`config.mk`:
```
export PLATFORM = sky130hd
export DESIGN_NAME = sat_filter_mc_flat
export DESIGN_NICKNAME = d
export VERILOG_FILES = /design/src/rtl/sat_filter_pkg.sv /design/src/rtl/sat_filter_mc_if.sv /design/src/rtl/sat_clamp_lane.sv /design/src/rtl/sat_filter_mc.sv /design/src/flat_wrapper.sv
export SDC_FILE = /design/constraint.sdc
export NUM_CORES = 1
export LEC_CHECK = 0
export CORE_MARGIN = 3
export CORE_UTILIZATION = 61
export DETAILED_ROUTE_END_ITERATION = 12
export GPL_TIMING_DRIVEN = 1
export PLACE_DENSITY_LB_ADDON = 0.15
export SLEW_MARGIN = 40
export SYNTH_ARGS = -nofsm -noshare
export SYNTH_HDL_FRONTEND = slang
export SYNTH_SLANG_ARGS = --single-unit
```
`constraint.sdc`:
```
create_clock -name clk -period 5.5 [get_ports clk]
set_input_delay 0.825 -clock clk [delete_from_list [all_inputs] [get_ports clk]]
set_output_delay 0.825 -clock clk [all_outputs]
set_load 0.03 [all_outputs]
```
`src/rtl/sat_filter_pkg.sv`:
```
// sat_filter_pkg: shared limit/result types and default-limit helpers for the
// saturation filter family. Values are carried at MAX_W bits, sign- or
// zero-extended from the sample width, so one set of types serves every width.
package sat_filter_pkg;

  localparam int MAX_W = 32;

  typedef struct packed {
    logic [MAX_W-1:0] hi;
    logic [MAX_W-1:0] lo;
  } limit_pair_t;

  typedef struct packed {
    logic [MAX_W-1:0] data;
    logic             ovf_hi;
    logic             ovf_lo;
  } clamp_res_t;

  // Largest positive two's-complement value of a w-bit sample.
  function automatic logic [MAX_W-1:0] hi_default(input int w);
    return (MAX_W'(1) << (w - 1)) - MAX_W'(1);
  endfunction

  function automatic logic [MAX_W-1:0] lo_default();
    return '0;
  endfunction

  // Widen a w-bit value (given zero-extended) to MAX_W, sign-extending if sgn.
  function automatic logic [MAX_W-1:0] extend_val(input logic [MAX_W-1:0] v,
                                                  input int w, input bit sgn);
    logic [MAX_W-1:0] r;
    r = v;
    for (int i = 0; i < MAX_W; i++)
      if (i >= w) r[i] = sgn ? v[w-1] : 1'b0;
    return r;
  endfunction

endpackage

```
`src/rtl/sat_filter_mc_if.sv`:
```
// sat_filter_mc_if: configuration, sample stream and statistics signals of the
// multi-channel saturation filter. Statistics signals exist only when
// SAT_FILTER_STATS_EN is defined.
interface sat_filter_mc_if #(
  parameter int DATA_W = 8,
  parameter int N_CH   = 4,
  parameter int CNT_W  = 16
);
  localparam int CH_W = (N_CH > 1) ? $clog2(N_CH) : 1;

  logic              cfg_we;
  logic [CH_W-1:0]   cfg_ch;
  logic [DATA_W-1:0] cfg_hi;
  logic [DATA_W-1:0] cfg_lo;
  logic              in_valid;
  logic              in_ready;
  logic [CH_W-1:0]   in_ch;
  logic [DATA_W-1:0] in_data;
  logic              out_valid;
  logic              out_ready;
  logic [CH_W-1:0]   out_ch;
  logic [DATA_W-1:0] out_data;
  logic              out_ovf_hi;
  logic              out_ovf_lo;
`ifdef SAT_FILTER_STATS_EN
  logic [CH_W-1:0]   stat_ch;
  logic [CNT_W-1:0]  stat_cnt;
  logic              stat_clr;
`endif

  modport master (
    output cfg_we, cfg_ch, cfg_hi, cfg_lo,
    output in_valid, in_ch, in_data,
    input  in_ready,
    input  out_valid, out_ch, out_data, out_ovf_hi, out_ovf_lo,
    output out_ready
`ifdef SAT_FILTER_STATS_EN
    , output stat_ch, stat_clr
    , input  stat_cnt
`endif
  );

  modport slave (
    input  cfg_we, cfg_ch, cfg_hi, cfg_lo,
    input  in_valid, in_ch, in_data,
    output in_ready,
    output out_valid, out_ch, out_data, out_ovf_hi, out_ovf_lo,
    input  out_ready
`ifdef SAT_FILTER_STATS_EN
    , input  stat_ch, stat_clr
    , output stat_cnt
`endif
  );

endinterface

```
`src/rtl/sat_clamp_lane.sv`:
```
// sat_clamp_lane: combinational compare-and-clamp of one sample against a
// limit pair. Upper limit has priority, so lo > hi always yields a limit.
module sat_clamp_lane
  import sat_filter_pkg::*;
#(
  parameter int DATA_W = 8,
  parameter bit SIGNED = 1'b0
) (
  input  logic [DATA_W-1:0] data,
  input  limit_pair_t       lim,
  output clamp_res_t        res
);

  logic [MAX_W-1:0] data_x;
  logic             above_hi;
  logic             below_lo;

  assign data_x = extend_val(MAX_W'(data), DATA_W, SIGNED);

  // Compare the widened sample against both limits in the selected arithmetic.
  always_comb begin
    if (SIGNED) begin
      above_hi = $signed(data_x) > $signed(lim.hi);
      below_lo = $signed(data_x) < $signed(lim.lo);
    end else begin
      above_hi = data_x > lim.hi;
      below_lo = data_x < lim.lo;
    end
  end

  // Select the clamped value; the upper-limit check wins over the lower one.
  always_comb begin
    res      = '0;
    res.data = data_x;
    if (above_hi) begin
      res.data   = lim.hi;
      res.ovf_hi = 1'b1;
    end else if (below_lo) begin
      res.data   = lim.lo;
      res.ovf_lo = 1'b1;
    end
  end

endmodule

```
`src/rtl/sat_filter_mc.sv`:
```
// sat_filter_mc: time-multiplexed per-channel saturation filter, two-stage
// valid/ready pipeline with full backpressure. Define SAT_FILTER_STATS_EN to
// add per-channel saturating clamp-event counters.
module sat_filter_mc
  import sat_filter_pkg::*;
#(
  parameter int              DATA_W = 8,
  parameter int              N_CH   = 4,
  parameter bit              SIGNED = 1'b0,
  parameter logic [DATA_W-1:0] HI_DEF = DATA_W'(hi_default(DATA_W)),
  parameter logic [DATA_W-1:0] LO_DEF = DATA_W'(lo_default()),
  parameter int              CNT_W  = 16
) (
  input logic            clk,
  input logic            rst,
  sat_filter_mc_if.slave bus
);

  localparam int CH_W  = (N_CH > 1) ? $clog2(N_CH) : 1;
  localparam int DEPTH = 1 << CH_W;
  localparam limit_pair_t LIM_RST = '{hi: extend_val(MAX_W'(HI_DEF), DATA_W, SIGNED),
                                      lo: extend_val(MAX_W'(LO_DEF), DATA_W, SIGNED)};

  limit_pair_t       lim_q [DEPTH];
  logic              s1_valid;
  logic [DATA_W-1:0] s1_data;
  logic [CH_W-1:0]   s1_ch;
  limit_pair_t       s1_lim;
  logic              s2_valid;
  logic [DATA_W-1:0] s2_data;
  logic [CH_W-1:0]   s2_ch;
  logic              s2_hi;
  logic              s2_lo;
  logic              s1_adv;
  logic              s2_adv;
  clamp_res_t        clamp_res;
  logic              unused_clamp;

  // A stage may load when it is empty or its contents leave this cycle.
  assign s2_adv       = !s2_valid || bus.out_ready;
  assign s1_adv       = !s1_valid || s2_adv;
  assign bus.in_ready = s1_adv;

  // Per-channel limit register file; a write lands after a same-cycle read.
  always_ff @(posedge clk or posedge rst) begin
    if (rst) begin
      for (int i = 0; i < DEPTH; i++) lim_q[i] <= LIM_RST;
    end else if (bus.cfg_we) begin
      lim_q[bus.cfg_ch] <= '{hi: extend_val(MAX_W'(bus.cfg_hi), DATA_W, SIGNED),
                             lo: extend_val(MAX_W'(bus.cfg_lo), DATA_W, SIGNED)};
    end
  end

  // Stage 1 captures the sample together with its channel's current limits.
  always_ff @(posedge clk or posedge rst) begin
    if (rst) begin
      s1_valid <= 1'b0;
      s1_data  <= '0;
      s1_ch    <= '0;
      s1_lim   <= '0;
    end else if (s1_adv) begin
      s1_valid <= bus.in_valid;
      if (bus.in_valid) begin
        s1_data <= bus.in_data;
        s1_ch   <= bus.in_ch;
        s1_lim  <= lim_q[bus.in_ch];
      end
    end
  end

  sat_clamp_lane #(
    .DATA_W (DATA_W),
    .SIGNED (SIGNED)
  ) u_lane (
    .data (s1_data),
    .lim  (s1_lim),
    .res  (clamp_res)
  );

  assign unused_clamp = ^clamp_res.data;

  // Stage 2 registers the clamp result and holds it while the output stalls.
  always_ff @(posedge clk or posedge rst) begin
    if (rst) begin
      s2_valid <= 1'b0;
      s2_data  <= '0;
      s2_ch    <= '0;
      s2_hi    <= 1'b0;
      s2_lo    <= 1'b0;
    end else if (s2_adv) begin
      s2_valid <= s1_valid;
      if (s1_valid) begin
        s2_data <= clamp_res.data[DATA_W-1:0];
        s2_ch   <= s1_ch;
        s2_hi   <= clamp_res.ovf_hi;
        s2_lo   <= clamp_res.ovf_lo;
      end
    end
  end

  assign bus.out_valid  = s2_valid;
  assign bus.out_data   = s2_data;
  assign bus.out_ch     = s2_ch;
  assign bus.out_ovf_hi = s2_hi;
  assign bus.out_ovf_lo = s2_lo;

`ifdef SAT_FILTER_STATS_EN
  logic [CNT_W-1:0] cnt_q [DEPTH];

  // Count clamped samples as they leave; clear beats increment, no wrap.
  always_ff @(posedge clk or posedge rst) begin
    if (rst) begin
      for (int i = 0; i < DEPTH; i++) cnt_q[i] <= '0;
    end else if (bus.stat_clr) begin
      for (int i = 0; i < DEPTH; i++) cnt_q[i] <= '0;
    end else if (s2_valid && bus.out_ready && (s2_hi || s2_lo)) begin
      if (cnt_q[s2_ch] != {CNT_W{1'b1}}) cnt_q[s2_ch] <= cnt_q[s2_ch] + CNT_W'(1);
    end
  end

  assign bus.stat_cnt = cnt_q[bus.stat_ch];
`endif

endmodule

```
`src/flat_wrapper.sv`:
```
// flat-port wrapper written by rule: the top's interface ports become plain ports
module sat_filter_mc_flat import sat_filter_pkg::*;
#(
  parameter int              DATA_W = 8,
  parameter int              N_CH   = 4,
  parameter bit              SIGNED = 1'b0,
  parameter logic [DATA_W-1:0] HI_DEF = DATA_W'(hi_default(DATA_W)),
  parameter logic [DATA_W-1:0] LO_DEF = DATA_W'(lo_default()),
  parameter int              CNT_W  = 16
)
  (clk, rst, bus_cfg_we, bus_cfg_ch, bus_cfg_hi, bus_cfg_lo, bus_in_valid, bus_in_ch, bus_in_data, bus_in_ready, bus_out_valid, bus_out_ch, bus_out_data, bus_out_ovf_hi, bus_out_ovf_lo, bus_out_ready);
  sat_filter_mc_if #(.DATA_W(DATA_W), .N_CH(N_CH), .CNT_W(CNT_W)) bus_i ();
  input logic clk;
  input logic rst;
  input wire logic [$bits(bus_i.cfg_we)-1:0] bus_cfg_we;
  input wire logic [$bits(bus_i.cfg_ch)-1:0] bus_cfg_ch;
  input wire logic [$bits(bus_i.cfg_hi)-1:0] bus_cfg_hi;
  input wire logic [$bits(bus_i.cfg_lo)-1:0] bus_cfg_lo;
  input wire logic [$bits(bus_i.in_valid)-1:0] bus_in_valid;
  input wire logic [$bits(bus_i.in_ch)-1:0] bus_in_ch;
  input wire logic [$bits(bus_i.in_data)-1:0] bus_in_data;
  output wire logic [$bits(bus_i.in_ready)-1:0] bus_in_ready;
  output wire logic [$bits(bus_i.out_valid)-1:0] bus_out_valid;
  output wire logic [$bits(bus_i.out_ch)-1:0] bus_out_ch;
  output wire logic [$bits(bus_i.out_data)-1:0] bus_out_data;
  output wire logic [$bits(bus_i.out_ovf_hi)-1:0] bus_out_ovf_hi;
  output wire logic [$bits(bus_i.out_ovf_lo)-1:0] bus_out_ovf_lo;
  input wire logic [$bits(bus_i.out_ready)-1:0] bus_out_ready;
  assign bus_i.cfg_we = bus_cfg_we;
  assign bus_i.cfg_ch = bus_cfg_ch;
  assign bus_i.cfg_hi = bus_cfg_hi;
  assign bus_i.cfg_lo = bus_cfg_lo;
  assign bus_i.in_valid = bus_in_valid;
  assign bus_i.in_ch = bus_in_ch;
  assign bus_i.in_data = bus_in_data;
  assign bus_in_ready = bus_i.in_ready;
  assign bus_out_valid = bus_i.out_valid;
  assign bus_out_ch = bus_i.out_ch;
  assign bus_out_data = bus_i.out_data;
  assign bus_out_ovf_hi = bus_i.out_ovf_hi;
  assign bus_out_ovf_lo = bus_i.out_ovf_lo;
  assign bus_i.out_ready = bus_out_ready;
  sat_filter_mc #(.DATA_W(DATA_W), .N_CH(N_CH), .SIGNED(SIGNED), .HI_DEF(HI_DEF), .LO_DEF(LO_DEF), .CNT_W(CNT_W)) u_core (.clk(clk), .rst(rst), .bus(bus_i));
endmodule
```
==> summary.txt <==
Pwr
  – Power per cell area: 402.4 nW/um^2
  – Pleak: 2.403 nW
  – Total power: approximately 2.3 mW
  – Worst vdd ir: between 0.00015 and 0.0002 V

Clock network
  – CTS root buffer: clkbuf_8
  – Clock Tree Buf Depth: 2
  – Clk_lat worst skew: 0.37 ns
  – Clock-pin slew on the worst setup and hold paths: about 0.10 ns
  – CTS tree: done
  – Setup Buffers After CTS: 0
  – Num CTS Buffers: 9
  – Total clock sinks: approximately 100
  – Number of gates resized after cts: 0
  – CTS Hold Buffers Added: 0
  – H-tree depth: 3

Worst setup path
  – Crit-path max FO: 3
  – Worst Setup EP: bus_in_ready
  – Setup crit start kind: input pin
  – Crit path launch: bus_out_ready
  – RR Endpoint: u_core.bus.out_data[7]
  – R2R Setup Slk: between 3 and 4 ns
  – CP Capture Type: primary output
  – Crit path required time: approximately 4.7 ns
  – Setup CP Type: in -> out
  – Reg-to-reg startpoint: u_core.s1_lim[1]
  – Data arrival, critical path: around 2.1 ns
  – R2R depth: 6

Drt
  – Vias: just under 3000
  – DR iter-0 viols: between 100 and 150
  – Vias per cell: between 6 and 7
  – Residual DRC: 0
  – Final ANT Viol Nets: 0
  – Avg WL per Cell: slightly below 20 um
  – DRT Pass-1 Iters: 4
  – Final WL: between 9000 and 10000 um

Layout
  – # diodes: 0
  – Final #Nets: between 400 and 500
  – Syn-to-layout area delta: 15.63%
  – Share of cells above drive strength 1: 34.03%
  – Commonest non-fill, non-tap cell in the layout: dfrtp_1
  – Non-Filler Instances: 484
  – Commonest non-fill, non-tap cells in the layout: dfrtp_1, mux2_2, clkdlybuf4s50_1, mux2_1, dfstp_2
  – Fillers: 478

Floorplanning
  – Cell row count: 31
  – Die footprint: 9087 sq um
  – I/O pin count: between 40 and 50
  – Initial Util: between 60% and 70%
  – Core area: around 7500 sq um
  – Die X: roughly 95 um
  – Die Ht: 95.33 um

STA
  – Fin crit share: a little over half
  – Shortest period the worst path allows: roughly 2.9 ns
  – Final setup viols: 0
  – Worst hold margin: 0.4805 ns
  – Total Neg Setup Slack: 0 ns
  – Slew HR: between 50% and 60%
  – RSZ-0062 raised after global routing: no
  – Pins Over Slew Limit: 0
  – Fmax: 0.3399 GHz
  – Slew @ Worst Pin: 0.7198 ns
  – Setup Skew: about 0.012 ns
  – Worst setup margin: between 2 and 3 ns
  – Hold Violations, Final: 0

GRT
  – Largest net degree at the start of global routing: a little over 60
  – GRT Residual Overflow: 0
  – Vias in the first global route: 3167
  – First-pass GRT wire length: roughly 16000 um
  – Total Routing Usage GR: approximately a quarter
  – Antenna violations before repair: 0

Yosys
  – Mapped Area: 4867 sq um
  – Yosys cell types: 33
  – Syn avg cell area: 14.62 sq um
  – Post-Synthesis Cells: 333
  – Yosys warns: 0
  – Register area share after synthesis: a little over half
  – Syn Nets: about 380
  – Yosys reg bits: ~100

Place
  – IO Port Bufs: 46
  – Placed cell count: between 400 and 500
  – Pre-CTS WS: ~2.6 ns
  – Final HPWL DP: between 6000 and 7000 um
  – Placer Congestion: about 0.84

Run status
  – Outcome: completed

Job
  – Max cap viols: 0

Hold path
  – Worst Hold Class: reg -> reg
sequential cells by signal, summed over array words and instances, names as in the netlist, 2 cells and up:
register / count
u_core.s1_lim: 16
u_core.lim_q: 64
u_core.bus.out_data: 8
u_core.bus.out_ch: 2
u_core.s1_ch: 2
u_core.s1_data: 8
kinds of logic (layout without fill, tap and decap cells):
family,after synthesis,count (layout),synth area share [%]
mux,114,114,29.87
simple gates,45,45,5.090
fa+ha+maj,15,15,3.856
buf+inv,32,84,2.905
flops,104,104,54.19
compound gates,23,23,4.088
worst min path at each step:
stage / from / slack, ns / cells past startpoint / endpoint
final: u_core.s1_ch[1] / 0.48 / 2 / u_core.bus.out_ch[1]
after CTS: u_core.s1_ch[1] / 0.48 / 2 / u_core.bus.out_ch[1]
after global placement: u_core.s1_ch[1] / 0.46 / 2 / u_core.bus.out_ch[1]
after global routing: u_core.bus.out_data[5] / 0.51 / 2 / u_core.bus.out_data[5]
after detailed placement: u_core.s1_ch[1] / 0.46 / 2 / u_core.bus.out_ch[1]
after floorplan: u_core.s1_ch[0] / 0.43 / 2 / u_core.bus.out_ch[0]
cell type report:
type                            instances  area (sq um)  area share, %
Multi-Input combinational cell        197          2100          37.31
Tap cell                               99         123.9          2.201
Clock buffer                            9         123.9          2.201
Clock inverter                          7         77.57          1.378
Inverter                               17         66.31          1.178
Sequential cell                       104          2638          46.87
Timing Repair Buffer                   51         499.2          8.871
metal layers:
layer  track usage [%]  part of all wire [%]  vias to the layer above  wire [um]
met5                 0                     0                        -          0
met4             10.46                   2.8                        0        262
met3             5.288                   4.9                       27        470
met2             40.76                    52                       82       4947
met1             27.94                    40                     1511       3819
li1                  -                     -                     1308          -
critical path, stage by stage:
cell,delay (ns)
clkdlybuf4s50_1,0.47
nand3b_1,0.14
clkdlybuf4s50_1,0.68
cell usage after synthesis:
cell,number,area share [%]
a2111o_1,1,0.23
a211oi_1,1,0.15
a21o_2,1,0.18
a21oi_1,4,0.41
a21oi_2,1,0.18
a31o_1,1,0.18
and2_1,3,0.39
and4_1,1,0.18
buf_1,1,0.077
buf_2,11,1.1
buf_6,1,0.23
clkbuf_1,2,0.15
dfrtp_1,76,39
dfstp_2,28,15
ha_1,15,3.9
inv_1,17,1.3
mux2_1,39,9.0
mux2_2,51,12
mux2i_1,8,1.6
mux4_2,16,7.4
nand2_1,19,1.5
nand2b_1,4,0.51
nand3_1,1,0.10
nand3b_1,3,0.46
nand4_1,10,1.3
nand4bb_1,1,0.23
nor2_1,1,0.077
nor2b_1,1,0.13
nor3b_2,1,0.26
o211ai_2,8,2.1
o21ai_0,4,0.41
o21ai_1,1,0.10
o31a_1,1,0.18
per-stage QoR:
stage | area (sq um) | util (%)
CTS | 5628 | 75.18
finish | 5628 | 75.18
global route | 5628 | 75.18
detailed placement | 5426 | 72.49
floorplan | 4867 | -
global placement | 5398 | 72.10
power by group:
part           leakage [nW]  internal (mW)  switching, mW
clock network         0.106          0.216          0.266
logic                  1.10          0.344          0.341
registers              1.20          0.969          0.128
Power figures use the tool's default switching activity.
==> RTL change 1: new RTL, same flow settings <==
`N_CH` is set to 4 in 3 places; all go to 8.
--- a/src/rtl/sat_filter_mc_if.sv
+++ b/src/rtl/sat_filter_mc_if.sv
@@ -5,3 +5,3 @@
   parameter int DATA_W = 8,
-  parameter int N_CH   = 4,
+  parameter int N_CH   = 8,
   parameter int CNT_W  = 16
--- a/src/rtl/sat_filter_mc.sv
+++ b/src/rtl/sat_filter_mc.sv
@@ -7,3 +7,3 @@
   parameter int              DATA_W = 8,
-  parameter int              N_CH   = 4,
+  parameter int              N_CH   = 8,
   parameter bit              SIGNED = 1'b0,
--- a/src/flat_wrapper.sv
+++ b/src/flat_wrapper.sv
@@ -4,3 +4,3 @@
   parameter int              DATA_W = 8,
-  parameter int              N_CH   = 4,
+  parameter int              N_CH   = 8,
   parameter bit              SIGNED = 1'b0,
Ports: changed (resized bus_cfg_ch, bus_in_ch and bus_out_ch); port bits go from 47 to 50. The function was not compared with the original's and may differ.
==> RTL change 1 against the unedited design <==
Wire length is 67% higher; clock power increased by 130%; clock skew shrank 0.0040 ns; synthesized area rose by 63%; fmax is essentially flat; sequential cell count rose by 66; power increased by 67%; final area rose by 62%; worst setup slack is essentially flat; critical path type unchanged; critical endpoint unchanged.
==> RTL change 1: results (changes against the unedited design) <==
[clocking]
clkLatencyLatePin_ns = 0.43  ; +0.06 ns
htreeDepth = 4  ; +1
cts_made_buffers = 17  ; +8
clock-root-buffer = clkbuf_16
path_clk_slew_ns = 0.06  ; -0.04 ns

[yosys]
syn_area_per_cell_um2 = 14.8  ; +1.2%
synth_fp_nets = 587  ; +54%
seq_area_frac_synth_pct = 54.4  ; +0.25 points
yosys-top-cells-count = mux2_2, dfrtp_1, dfstp_2
synth_area_leaders = dfrtp_1, mux2_2, dfstp_2, mux4_2, mux2i_1

[global_route]
grt_pass1_vias = 5021  ; +59%
antenna_found_initial = 1  ; +1

[placement]
placed_cells = 739  ; +58%
dp_hpwl_um = 10600  ; +54%
post-place-ws_ns = 2.56  ; +0.00122 ns
gp_congestion = 0.799  ; -4.5%

[power]
p_sw_share_pct = 27.8  ; -4.7 points
leakage_nw = 3.83  ; +59%

[run_status]
outcome = finished, final reports clean

[layout]
finalNonFillerCells = 771  ; +59%
nets = 636  ; +49%
fillCellCount = 907  ; +90%
largestRegisters = u_core.lim_q x128, u_core.s1_lim x16
drive_gt1_share_pct = 47.1  ; +13 points

[setup_path]
reg2reg_slack_ns = 3.25  ; +0.03 ns
r2r-start = u_core.s1_lim[37]$_DFFE_PP0P_
rr_worst_depth = 7  ; +1
rr_endpoint = u_core.bus.out_data[0]$_DFFE_PP0P_

[timing]
period_share_pct = 53.5  ; about the same
worst_slew_pin_slew_ns = 0.695  ; -0.0246 ns

[routing]
viasPerCell = 5.97  ; -1.3%

-- RTL change 1: cell types whose count changed in the layout (fill, tap and decap cells not counted), moves of 11 or more --
| cell | change |
|---|---|
| mux2_1 | -36 |
| o21ai_0 | +17 |
| mux4_2 | +16 |
| dfrtp_1 | +38 |
| mux2_2 | +85 |
| nand2_1 | +20 |
| mux2i_1 | +16 |
| buf_4 | +11 |
| clkbuf_16 | +17 |
| dfstp_2 | +28 |
-- RTL change 1: cell families (layout without fill, tap and decap cells) --
logic type	count (synthesis)	in the layout	share of synthesized area (%)
buffers and inverters	48	110	2.98
and+or+nand+nor	70	70	4.96
DFF	170	170	54.4
AOI/OAI and AO/OA	39	39	3.45
adders and majority gates	15	15	2.36
muxes	195	195	31.8
-- RTL change 1: power groups by stage --
stage	clock network (mW)	registers (mW)	logic, mW
CTS	1.13	1.78	0.914
finish	1.11	1.78	0.903
global route	1.19	1.81	0.988
global placement	0	1.77	0.861
floorplan	0	1.81	0.608
detailed placement	0	1.80	0.907
-- RTL change 1: per-layer routing --
layer	global-route usage [%]	wire length [µm]	vias up
li1	-	-	2064
met1	29.7	6630	2419
met2	40.4	8250	90
met3	6.03	670	30
met4	8.16	285	2
met5	0	12	-
-- RTL change 1: worst min-delay path, delay by kind of cell, from the launching register on --
family	cells	cell delay, ns
flip-flops	1	0.34
AND/OR/NAND/NOR	2	0.10
-- RTL change 1: cell type report --
type	instances	share of cell area [%]
Multi-Input combinational cell	319	37.1
Clock inverter	8	0.768
Sequential cell	170	47.4
Inverter	17	0.754
Tap cell	172	2.36
Clock buffer	24	5.28
Timing Repair Buffer	61	6.35
==> RTL change 2: new RTL, same flow settings <==
Made on the original files. `SIGNED` is set to 1'b0 in 3 places; all go to 1'b1.
--- a/src/rtl/sat_clamp_lane.sv
+++ b/src/rtl/sat_clamp_lane.sv
@@ -6,3 +6,3 @@
   parameter int DATA_W = 8,
-  parameter bit SIGNED = 1'b0
+  parameter bit SIGNED = 1'b1
 ) (
--- a/src/rtl/sat_filter_mc.sv
+++ b/src/rtl/sat_filter_mc.sv
@@ -8,3 +8,3 @@
   parameter int              N_CH   = 4,
-  parameter bit              SIGNED = 1'b0,
+  parameter bit              SIGNED = 1'b1,
   parameter logic [DATA_W-1:0] HI_DEF = DATA_W'(hi_default(DATA_W)),
--- a/src/flat_wrapper.sv
+++ b/src/flat_wrapper.sv
@@ -5,3 +5,3 @@
   parameter int              N_CH   = 4,
-  parameter bit              SIGNED = 1'b0,
+  parameter bit              SIGNED = 1'b1,
   parameter logic [DATA_W-1:0] HI_DEF = DATA_W'(hi_default(DATA_W)),
Behaviour: not the same (a bounded check fails within 4 cycles, from zero or initial values and one cycle with rst high).
==> RTL change 2 against the unedited design <==
Final area rose by 0.36%; synthesized cell count fell by 0.60%; worst setup slack got worse by 0.032 ns; power rose by 1.3%; worst hold slack improved by 0.010 ns; non-clock buffer count rose by 3; synthesized area fell by 0.31%; largest cell class unchanged; via count fell by 0.68%; critical endpoint unchanged; sequential cell count did not move; largest power group unchanged; global-route usage fell by 0.70 points; critical path type unchanged; register-to-register slack got worse by 0.12 ns; fmax fell by 1.1%; critical path depth did not move; wire length fell by 3.6%.
==> RTL change 2: results (changes against the unedited design) <==
[layout]
drive_gt1_share_pct = 42.8  ; +8.8 points
fillCellCount = 468  ; -2.1%
antenna_cells = 0  ; unchanged
finalNonFillerCells = 487  ; +0.62%
nets = 432  ; +0.93%
largestRegisters = u_core.lim_q x64, u_core.s1_lim x16

[timing]
fin_setup_tns_ns = 0  ; unchanged
finalHoldViolCount = 0  ; unchanged
fin_skew_ns = 0.00989  ; -0.00200 ns
slew_headroom_pct = 60.2  ; +8.2 points

[routing]
drtIter0Drc = 100  ; -27%
via_count = 2908  ; -0.68%
dr.pass1.iters = 4  ; unchanged
ant_nets = 0  ; unchanged
post_drt_wl_per_cell_um = 18.8  ; -4.2%

[clocking]
clock-root-buffer = clkbuf_8
path_clk_slew_ns = 0.11
htreeDepth = 3  ; unchanged
postCtsSetupBuffers = 0  ; unchanged
clkLatencyLatePin_ns = 0.36
cts-resized-gates = 0  ; unchanged
cts_made_buffers = 9  ; unchanged
clk_path_buf_depth = 2  ; unchanged

[yosys]
synth_fp_nets = 380  ; -0.26%
synth_cell_types = 36  ; +9.1%
synth_area_leaders = dfrtp_1, mux2_2, dfstp_2, mux4_2, ha_1
synthArstFlopShare_pct = 100  ; unchanged
yosys_warnings = 0  ; unchanged
yosys-top-cells-count = mux2_2, dfrtp_1, dfstp_2
seq_area_frac_synth_pct = 54.4  ; +0.17 points
syn_area_per_cell_um2 = 14.7  ; +0.29%

[global_route]
grt_max_degree = 68  ; +9.7%
overflow = 0  ; unchanged
grt_pass1_wl_um = 15500  ; -2.2%
antenna_found_initial = 0  ; unchanged
grt_pass1_vias = 3133  ; -1.1%
grt_util_all_layers_pct = 22.8  ; -0.70 points

[placement]
dp_hpwl_um = 6490  ; -5.9%
gp_congestion = 0.842  ; +0.53%
portBuffers = 46  ; unchanged
placed_cells = 471  ; +0.64%

[setup_path]
cp_max_fo = 3  ; unchanged
crit_arrival_ns = 2.15  ; +0.03 ns

[run_status]
outcome = finished, final reports clean

[power]
peakVddDrop_mv = 0.253  ; +44%
leakage_nw = 2.41  ; +0.42%

[min_path]
hold_path.class = reg -> reg

-- RTL change 2: changes by cell type after synthesis, sizes merged, moves of 2 or more --
cell,change
nand4,-9
buf,-2
nand3,+9
and2,-2
a21oi,-4
-- RTL change 2: worst max-delay path, stage by stage --
cell             delay (ns)
clkdlybuf4s50_1        0.47
nand3b_1               0.16
clkdlybuf4s50_1        0.70
-- RTL change 2: report_power, final --
part           total (mW)  switching (mW)  internal (mW)
Clock               0.497           0.276          0.221
Combinational       0.704           0.334          0.370
Sequential           1.09           0.122          0.970
Total                2.29           0.732           1.56
-- RTL change 2: final cells by class --
cell class,instances,area [µm²],share of cell area (%)
timing repair buffer,54,514,9.10
clock buffer,9,124,2.19
clock inverter,7,88.8,1.57
multi-input combinational,198,2090,37.1
inverter,16,65.1,1.15
sequential,104,2640,46.7
tap,99,124,2.19
-- RTL change 2: final timing paths --
kind,startpoint,to,slack (ns),cells after the start
worst max-delay path,bus_out_ready,bus_in_ready,2.53,3
worst min-delay path,u_core.s1_ch[0]$_DFFE_PP0P_,u_core.bus.out_ch[0]$_DFFE_PP0P_,0.49,2
worst max register to register,u_core.s1_lim[36]$_DFFE_PP0P_,u_core.bus.out_data[2]$_DFFE_PP0P_,3.10,8
worst min register to register,u_core.s1_ch[0]$_DFFE_PP0P_,u_core.bus.out_ch[0]$_DFFE_PP0P_,0.49,2
max in group asynchronous,rst,u_core.lim_q[165]$_DFFE_PP1P_,3.70,3
min in group asynchronous,rst,u_core.bus.out_valid$_DFFE_PP0P_,0.88,2
-- RTL change 2: logic make-up (layout without fill, tap and decap cells) --
kind of cell               after synthesis  count (layout)  share of synthesized area [%]
muxes                                  114             114                           30.0
AOI/OAI and AO/OA                       20              20                           3.56
DFF                                    104             104                           54.4
buffers and inverters                   29              86                           2.71
and+or+nand+nor                         48              48                           5.29
adders and majority gates               16              16                           4.13
-- RTL change 2: per-stage QoR --
step	worst slack [ns]	hold slack, ns	cell area, µm²
floorplan	1.99	0.433	4850
finish	2.53	0.491	5650
global route	2.50	0.504	5650
global placement	2.45	0.459	5390
CTS	2.53	0.493	5650
detailed placement	2.53	0.473	5430
-- RTL change 2: routing by layer --
layer  vias up  track usage [%]  share of wire, %
met5         -                0                 0
met3        17             5.05               3.4
met2        66             39.1                52
met4         0             8.05               2.3
li1       1312                -                 -
met1      1513             28.5                42
